### config.mk
export PLATFORM = sky130hd
export DESIGN_NAME = pipeline_hazard_ctrl_flat
export DESIGN_NICKNAME = d
export VERILOG_FILES = /design/src/rtl/pipeline_hazard_ctrl_if.sv /design/src/rtl/pipeline_hazard_ctrl.sv /design/src/flat_wrapper.sv
export SDC_FILE = /design/constraint.sdc
export NUM_CORES = 1
export LEC_CHECK = 0
export BUFFER_PORTS_ARGS = -buffer_cell sky130_fd_sc_hd__buf_2
export CAP_MARGIN = 20
export CORE_MARGIN = 2
export CORE_UTILIZATION = 40
export DETAILED_ROUTE_END_ITERATION = 10
export PLACE_DENSITY = 0.67
export SYNTH_ARGS = -nofsm -noshare
export SYNTH_HDL_FRONTEND = slang
export SYNTH_SLANG_ARGS = --single-unit
### constraint.sdc
create_clock -name clk -period 2.7 [get_ports clk]
set_input_delay 0.675 -clock clk [delete_from_list [all_inputs] [get_ports clk]]
set_output_delay 0.675 -clock clk [all_outputs]
set_load 0.02 [all_outputs]
### src/rtl/pipeline_hazard_ctrl_if.sv
// rtl/pipeline_hazard_ctrl_if.sv - hazard inputs and stall/flush outputs between pipeline and hazard controller
interface pipeline_hazard_ctrl_if #(
    parameter int CNT_W = 32
);
    logic [4:0]       ID_rs;
    logic [4:0]       ID_rt;
    logic             ID_useRs;
    logic             ID_useRt;
    logic             ID_memWrite;
    logic             ID_isBranch;
    logic             ID_mduRead;
    logic             ID_mduStart;
    logic             EX_regWrite;
    logic             EX_memToReg;
    logic [4:0]       EX_rw;
    logic             MEM_memToReg;
    logic [4:0]       MEM_rw;
    logic             mispredict;
    logic             exc_req;

    logic             PC_STALL;
    logic             IF_ID_STALL;
    logic             IF_FLUSH;
    logic             ID_FLUSH;
    logic             EX_FLUSH;
    logic             mdu_busy;
    logic [CNT_W-1:0] stall_cycles;

    // master: pipeline side; slave: the hazard controller
    modport master (
        output ID_rs, ID_rt, ID_useRs, ID_useRt, ID_memWrite, ID_isBranch,
               ID_mduRead, ID_mduStart, EX_regWrite, EX_memToReg, EX_rw,
               MEM_memToReg, MEM_rw, mispredict, exc_req,
        input  PC_STALL, IF_ID_STALL, IF_FLUSH, ID_FLUSH, EX_FLUSH,
               mdu_busy, stall_cycles
    );

    modport slave (
        input  ID_rs, ID_rt, ID_useRs, ID_useRt, ID_memWrite, ID_isBranch,
               ID_mduRead, ID_mduStart, EX_regWrite, EX_memToReg, EX_rw,
               MEM_memToReg, MEM_rw, mispredict, exc_req,
        output PC_STALL, IF_ID_STALL, IF_FLUSH, ID_FLUSH, EX_FLUSH,
               mdu_busy, stall_cycles
    );
endinterface

### src/rtl/pipeline_hazard_ctrl.sv
// rtl/pipeline_hazard_ctrl.sv - stall/flush sequencer with MDU occupancy tracking and stall perf counter
module pipeline_hazard_ctrl #(
    parameter int MDU_LAT = 32,
    parameter int CNT_W   = 32
) (
    input  logic                  clk,
    input  logic                  rst,
    pipeline_hazard_ctrl_if.slave hif
);

    localparam int MC_W = $clog2(MDU_LAT);

    typedef enum logic [1:0] {
        IDLE = 2'd0,
        BUSY = 2'd1,
        DONE = 2'd2
    } mdu_state_t;

    mdu_state_t       state;
    mdu_state_t       state_nxt;
    logic [MC_W-1:0]  mdu_cnt;
    logic [MC_W-1:0]  mdu_cnt_nxt;
    logic             mdu_busy_q;
    logic [CNT_W-1:0] stall_cnt;

    logic ex_rs_match;
    logic ex_rt_match;
    logic mem_rs_match;
    logic mem_rt_match;
    logic hz_lu;
    logic hz_br;
    logic hz_md;
    logic stall;
    logic mdu_issue;

    // Register 0 is hardwired, so a zero destination never matches anything
    assign ex_rs_match  = (hif.EX_rw  != 5'd0) && hif.ID_useRs && (hif.ID_rs == hif.EX_rw);
    assign ex_rt_match  = (hif.EX_rw  != 5'd0) && hif.ID_useRt && (hif.ID_rt == hif.EX_rw);
    assign mem_rs_match = (hif.MEM_rw != 5'd0) && hif.ID_useRs && (hif.ID_rs == hif.MEM_rw);
    assign mem_rt_match = (hif.MEM_rw != 5'd0) && hif.ID_useRt && (hif.ID_rt == hif.MEM_rw);

    // Store data is forwarded at MEM, so a store's rt never waits on a load in EX
    assign hz_lu = hif.EX_memToReg && (ex_rs_match || (ex_rt_match && !hif.ID_memWrite));

    assign hz_br = hif.ID_isBranch &&
                   ((hif.EX_regWrite  && (ex_rs_match  || ex_rt_match)) ||
                    (hif.MEM_memToReg && (mem_rs_match || mem_rt_match)));

    assign hz_md = (state == BUSY) && (hif.ID_mduRead || hif.ID_mduStart) &&
                   (mdu_cnt != '0);

    assign stall = hz_lu || hz_br || hz_md;

    // An mult/div issues only on the cycle it actually leaves ID on the right path
    assign mdu_issue = hif.ID_mduStart && !stall && !hif.exc_req && !hif.mispredict;

    always_comb begin
        hif.PC_STALL    = 1'b0;
        hif.IF_ID_STALL = 1'b0;
        hif.IF_FLUSH    = 1'b0;
        hif.ID_FLUSH    = 1'b0;
        hif.EX_FLUSH    = 1'b0;
        if (hif.exc_req) begin
            hif.IF_FLUSH = 1'b1;
            hif.ID_FLUSH = 1'b1;
            hif.EX_FLUSH = 1'b1;
        end else if (hif.mispredict) begin
            hif.IF_FLUSH = 1'b1;
            hif.ID_FLUSH = 1'b1;
        end else if (stall) begin
            hif.PC_STALL    = 1'b1;
            hif.IF_ID_STALL = 1'b1;
            hif.ID_FLUSH    = 1'b1;
        end
    end

    always_comb begin
        state_nxt   = state;
        mdu_cnt_nxt = mdu_cnt;
        unique case (state)
            IDLE: begin
                if (mdu_issue) begin
                    state_nxt   = BUSY;
                    mdu_cnt_nxt = MC_W'(MDU_LAT - 1);
                end
            end
            BUSY: begin
                if (hif.exc_req) begin
                    state_nxt   = IDLE;
                    mdu_cnt_nxt = '0;
                end else if (mdu_cnt == MC_W'(1)) begin
                    state_nxt   = DONE;
                    mdu_cnt_nxt = '0;
                end else begin
                    mdu_cnt_nxt = mdu_cnt - MC_W'(1);
                end
            end
            DONE: begin
                if (mdu_issue) begin
                    state_nxt   = BUSY;
                    mdu_cnt_nxt = MC_W'(MDU_LAT - 1);
                end else begin
                    state_nxt   = IDLE;
                    mdu_cnt_nxt = '0;
                end
            end
            default: begin
                state_nxt   = IDLE;
                mdu_cnt_nxt = '0;
            end
        endcase
    end

    always_ff @(posedge clk or negedge rst) begin
        if (!rst) begin
            state      <= IDLE;
            mdu_cnt    <= '0;
            mdu_busy_q <= 1'b0;
            stall_cnt  <= '0;
        end else begin
            state      <= state_nxt;
            mdu_cnt    <= mdu_cnt_nxt;
            mdu_busy_q <= (state_nxt == BUSY);
            if (hif.PC_STALL) begin
                stall_cnt <= stall_cnt + CNT_W'(1);
            end
        end
    end

    assign hif.mdu_busy     = mdu_busy_q;
    assign hif.stall_cycles = stall_cnt;

endmodule

### src/flat_wrapper.sv
// flat-port wrapper written by rule: the top's interface ports become plain ports
module pipeline_hazard_ctrl_flat 
#(
    parameter int MDU_LAT = 32,
    parameter int CNT_W   = 32
)
  (clk, rst, hif_ID_rs, hif_ID_rt, hif_ID_useRs, hif_ID_useRt, hif_ID_memWrite, hif_ID_isBranch, hif_ID_mduRead, hif_ID_mduStart, hif_EX_regWrite, hif_EX_memToReg, hif_EX_rw, hif_MEM_memToReg, hif_MEM_rw, hif_mispredict, hif_exc_req, hif_PC_STALL, hif_IF_ID_STALL, hif_IF_FLUSH, hif_ID_FLUSH, hif_EX_FLUSH, hif_mdu_busy, hif_stall_cycles);
  pipeline_hazard_ctrl_if #(.CNT_W(CNT_W)) hif_i ();
  input  logic clk;
  input  logic rst;
  input wire logic [$bits(hif_i.ID_rs)-1:0] hif_ID_rs;
  input wire logic [$bits(hif_i.ID_rt)-1:0] hif_ID_rt;
  input wire logic [$bits(hif_i.ID_useRs)-1:0] hif_ID_useRs;
  input wire logic [$bits(hif_i.ID_useRt)-1:0] hif_ID_useRt;
  input wire logic [$bits(hif_i.ID_memWrite)-1:0] hif_ID_memWrite;
  input wire logic [$bits(hif_i.ID_isBranch)-1:0] hif_ID_isBranch;
  input wire logic [$bits(hif_i.ID_mduRead)-1:0] hif_ID_mduRead;
  input wire logic [$bits(hif_i.ID_mduStart)-1:0] hif_ID_mduStart;
  input wire logic [$bits(hif_i.EX_regWrite)-1:0] hif_EX_regWrite;
  input wire logic [$bits(hif_i.EX_memToReg)-1:0] hif_EX_memToReg;
  input wire logic [$bits(hif_i.EX_rw)-1:0] hif_EX_rw;
  input wire logic [$bits(hif_i.MEM_memToReg)-1:0] hif_MEM_memToReg;
  input wire logic [$bits(hif_i.MEM_rw)-1:0] hif_MEM_rw;
  input wire logic [$bits(hif_i.mispredict)-1:0] hif_mispredict;
  input wire logic [$bits(hif_i.exc_req)-1:0] hif_exc_req;
  output wire logic [$bits(hif_i.PC_STALL)-1:0] hif_PC_STALL;
  output wire logic [$bits(hif_i.IF_ID_STALL)-1:0] hif_IF_ID_STALL;
  output wire logic [$bits(hif_i.IF_FLUSH)-1:0] hif_IF_FLUSH;
  output wire logic [$bits(hif_i.ID_FLUSH)-1:0] hif_ID_FLUSH;
  output wire logic [$bits(hif_i.EX_FLUSH)-1:0] hif_EX_FLUSH;
  output wire logic [$bits(hif_i.mdu_busy)-1:0] hif_mdu_busy;
  output wire logic [$bits(hif_i.stall_cycles)-1:0] hif_stall_cycles;
  assign hif_i.ID_rs = hif_ID_rs;
  assign hif_i.ID_rt = hif_ID_rt;
  assign hif_i.ID_useRs = hif_ID_useRs;
  assign hif_i.ID_useRt = hif_ID_useRt;
  assign hif_i.ID_memWrite = hif_ID_memWrite;
  assign hif_i.ID_isBranch = hif_ID_isBranch;
  assign hif_i.ID_mduRead = hif_ID_mduRead;
  assign hif_i.ID_mduStart = hif_ID_mduStart;
  assign hif_i.EX_regWrite = hif_EX_regWrite;
  assign hif_i.EX_memToReg = hif_EX_memToReg;
  assign hif_i.EX_rw = hif_EX_rw;
  assign hif_i.MEM_memToReg = hif_MEM_memToReg;
  assign hif_i.MEM_rw = hif_MEM_rw;
  assign hif_i.mispredict = hif_mispredict;
  assign hif_i.exc_req = hif_exc_req;
  assign hif_PC_STALL = hif_i.PC_STALL;
  assign hif_IF_ID_STALL = hif_i.IF_ID_STALL;
  assign hif_IF_FLUSH = hif_i.IF_FLUSH;
  assign hif_ID_FLUSH = hif_i.ID_FLUSH;
  assign hif_EX_FLUSH = hif_i.EX_FLUSH;
  assign hif_mdu_busy = hif_i.mdu_busy;
  assign hif_stall_cycles = hif_i.stall_cycles;
  pipeline_hazard_ctrl #(.MDU_LAT(MDU_LAT), .CNT_W(CNT_W)) u_core (.clk(clk), .rst(rst), .hif(hif_i));
endmodule
==> impl_metrics.yaml <==
floorplanning:
  die_area_mm2: 0.006517
  num_rows: 27
  coreArea_mm2: 0.005608
  start_util_pct: 41.99
  fp.dieH_um: 80.73
  io_pins: 71
  die_width_um: 80.73
clocking:
  cts_max_path_buffers: 2
  clkSinkCount: 40
  clk_pin_slew_ns: 0.08
  clockRootBuffer: "clkbuf_8"
  cts_buffers: 5
  cts_tree: "built"
  postCtsSetupRepairBufs: 0
  holdBufCountCts: 0
  clk-insertion-delay-late_ns: 0.30
  h-tree-depth: 2
synthesis:
  synth_cells: 229
  ys_ff_latch: 40
  syn_area_per_cell_um2: 10.28
  syn-num-nets: 265
  async_flop_share_pct: 100.0
  syn-cell-area_mm2: 0.002355
  synth_top_area_share_pct: 42.51
  yosysTopAreaCell: "dfrtp_1"
  yosysSeqAreaShare_pct: 42.51
  synth_flop_cell: "dfrtp_1"
  synthTopCellsByArea: "dfrtp_1 (43%), xor2_1 (12%), xnor2_1 (7.4%), nor4_2 (6.9%), nand2_1 (3.2%)"
  synth_cell_types: 39
  ys_top_cells_by_count: "dfrtp_1 (40), xor2_1 (31), nand2_1 (20), xnor2_1 (20)"
  synth-warning-count: 0
  synth_edf_count: 0
  synth_most_common_cell: "dfrtp_1"
min_path:
  hp-class: "reg -> reg"
sta:
  min_period_ns: 2.900
  timing.final.hold_violations: 0
  fmax_mhz: 344.8
  rsz0062_at_grt: "true"
  worst_pin_slew_ns: 0.8734
  finalSetupViolations: 3
  tns_ns: -0.5810
  fin_crit_sh_pct: 107.4
  setup_ws_ns: -0.2000
  relSlewSlack_pct: 41.77
  drv_slew: 0
  timing.hold.ws_ns: 0.4587
  finClkSkew_ns: 0.005306
final_layout:
  drive_gt1_share_pct: 36.57
  nNetsFinal: 344
  n_antenna_cell: 0
  fin_cells: 381
  syn_to_final_growth_pct: 27.90
  fin_area_mm2: 0.003012
grt:
  first_global_vias: 1917
  grt_use_total_pct: 17.40
  grt_pass1_wl_um: 8769
  antenna_found_initial: 0
  grt_overflow: 0
  grt_max_degree: 41
detailed_routing:
  drt-pass1-iter-count: 4
  route.vias.total: 1996
  wire_per_inst_um: 13.93
  totalWireLength_um: 5308
  drtAntennaViolNets: 0
  drt_iter0_markers: 120
  post_drt_via_cell_ratio: 5.239
  route.detailed.drc: 0
flow_run:
  cap_viol_max_count: 0
place:
  numPortBuffers: 70
  place_inst: 373
  globalplace.congestion: 0.7683
  hpwlAfterDp_um: 4042
  post_dp_cell_area_mm2: 0.002836
run_status:
  status: "complete, but fails checks"
  violations: "setup timing"
power:
  ir_drop_mv: 0.2759
  p_leak_nw: 1.483
  cellPowerDensity_mw_per_mm2: 531.4
setup_path:
  end_kind: "output port"
  start_kind: "input port"
  path_class: "in -> out"
  worstPathRequired_ns: 2.03
  crit_fanout: 3
  cp_data_arrival_time_ns: 2.23
cell usage in the layout (no fill, tap or decap), types with 2 or more instances in the layout:
cell type	n
a21oi_1	2
nor2b_1	2
nand2_1	19
nor4_1	2
o2111ai_1	2
clkbuf_8	5
or3_1	3
nor2_1	9
nor3_1	12
nand4_1	10
inv_1	6
or4_1	2
buf_4	11
o21ai_0	2
nor4_2	11
o22ai_1	2
nand3_1	13
nor4_4	2
ha_1	3
nor2_4	2
xor2_1	31
buf_6	5
o211ai_1	3
xnor2_1	19
and3_1	3
buf_2	65
dfrtp_1	40
nand4b_1	3
where the power goes:
part	switching, mW	internal (mW)
clock network	0.217	0.273
logic	0.217	0.156
registers	0.0752	0.663
total	0.508	1.09
final timing paths:
kind,from,to,slack (ns),depth (start not counted)
setup reg to reg,u_core.hif.stall_cycles[4],u_core.hif.stall_cycles[28],0.52,7
setup / recovery,hif_EX_rw[0],hif_PC_STALL,-0.20,8
hold / removal,u_core.hif.stall_cycles[31],u_core.hif.stall_cycles[31],0.46,1
hold reg to reg,u_core.hif.stall_cycles[31],u_core.hif.stall_cycles[31],0.46,1
min in group asynchronous,rst,u_core.hif.stall_cycles[12],0.49,1
max in group asynchronous,rst,u_core.hif.stall_cycles[2],1.67,1
per-layer routing:
metal / GRT usage [%] / part of all wire [%]
met5: 0 / 0
met4: 6.610 / 1.6
met3: 3.820 / 6.0
met2: 29.92 / 49
met1: 21.30 / 43
repair_timing:
item,in CTS,in global routing
setup endpoints to repair,4,3
pin swaps,6,4
cloned,0,0
gates resized for setup,8,6
cell type report:
class	count	area [µm²]
inverter	6	22.52
timing repair buffer	81	464.2
fill	550	2596
clock buffer	5	68.82
tap	72	90.09
multi-input combinational	174	1323
sequential	40	1001
clock inverter	3	42.54
per-stage QoR:
| stage | total power, mW | util [%] | setup slack, ns |
|---|---|---|---|
| after floorplan | 0.9838 | - | -0.06195 |
| after global placement | 1.096 | 50.58 | -0.2473 |
| after detailed placement | 1.111 | 50.58 | -0.2977 |
| after CTS | 1.613 | 52.95 | -0.1848 |
| after global routing | 1.698 | 53.70 | -0.2428 |
| final | 1.600 | 53.70 | -0.2000 |
registers in the layout (all words and copies together) (netlist names):
signal	cells
u_core.mdu_cnt	5
u_core.state	2
u_core.hif.stall_cycles	32
u_core.hif.mdu_busy	1
kinds of logic (layout without fill, tap and decap cells):
kind of cell               count (synthesis)  after routing  share of synthesized area [%]
AOI/OAI and AO/OA                         13             13                          3.773
and+or+nand+nor                          106            106                          28.96
muxes                                      1              1                         0.4782
buffers and inverters                     15             95                          3.719
adders and majority gates                  3              3                          1.594
DFF                                       40             40                          42.51
xor gates and xnor gates                  51             51                          18.97
worst max-delay path, stage by stage:
cell	delay, ns
buf_6	0.09
or4_4	0.53
nor2_4	0.18
nor4_4	0.07
o211ai_1	0.18
and4_4	0.30
nor2_4	0.05
buf_6	0.14
(Power assumes the default switching activity.)
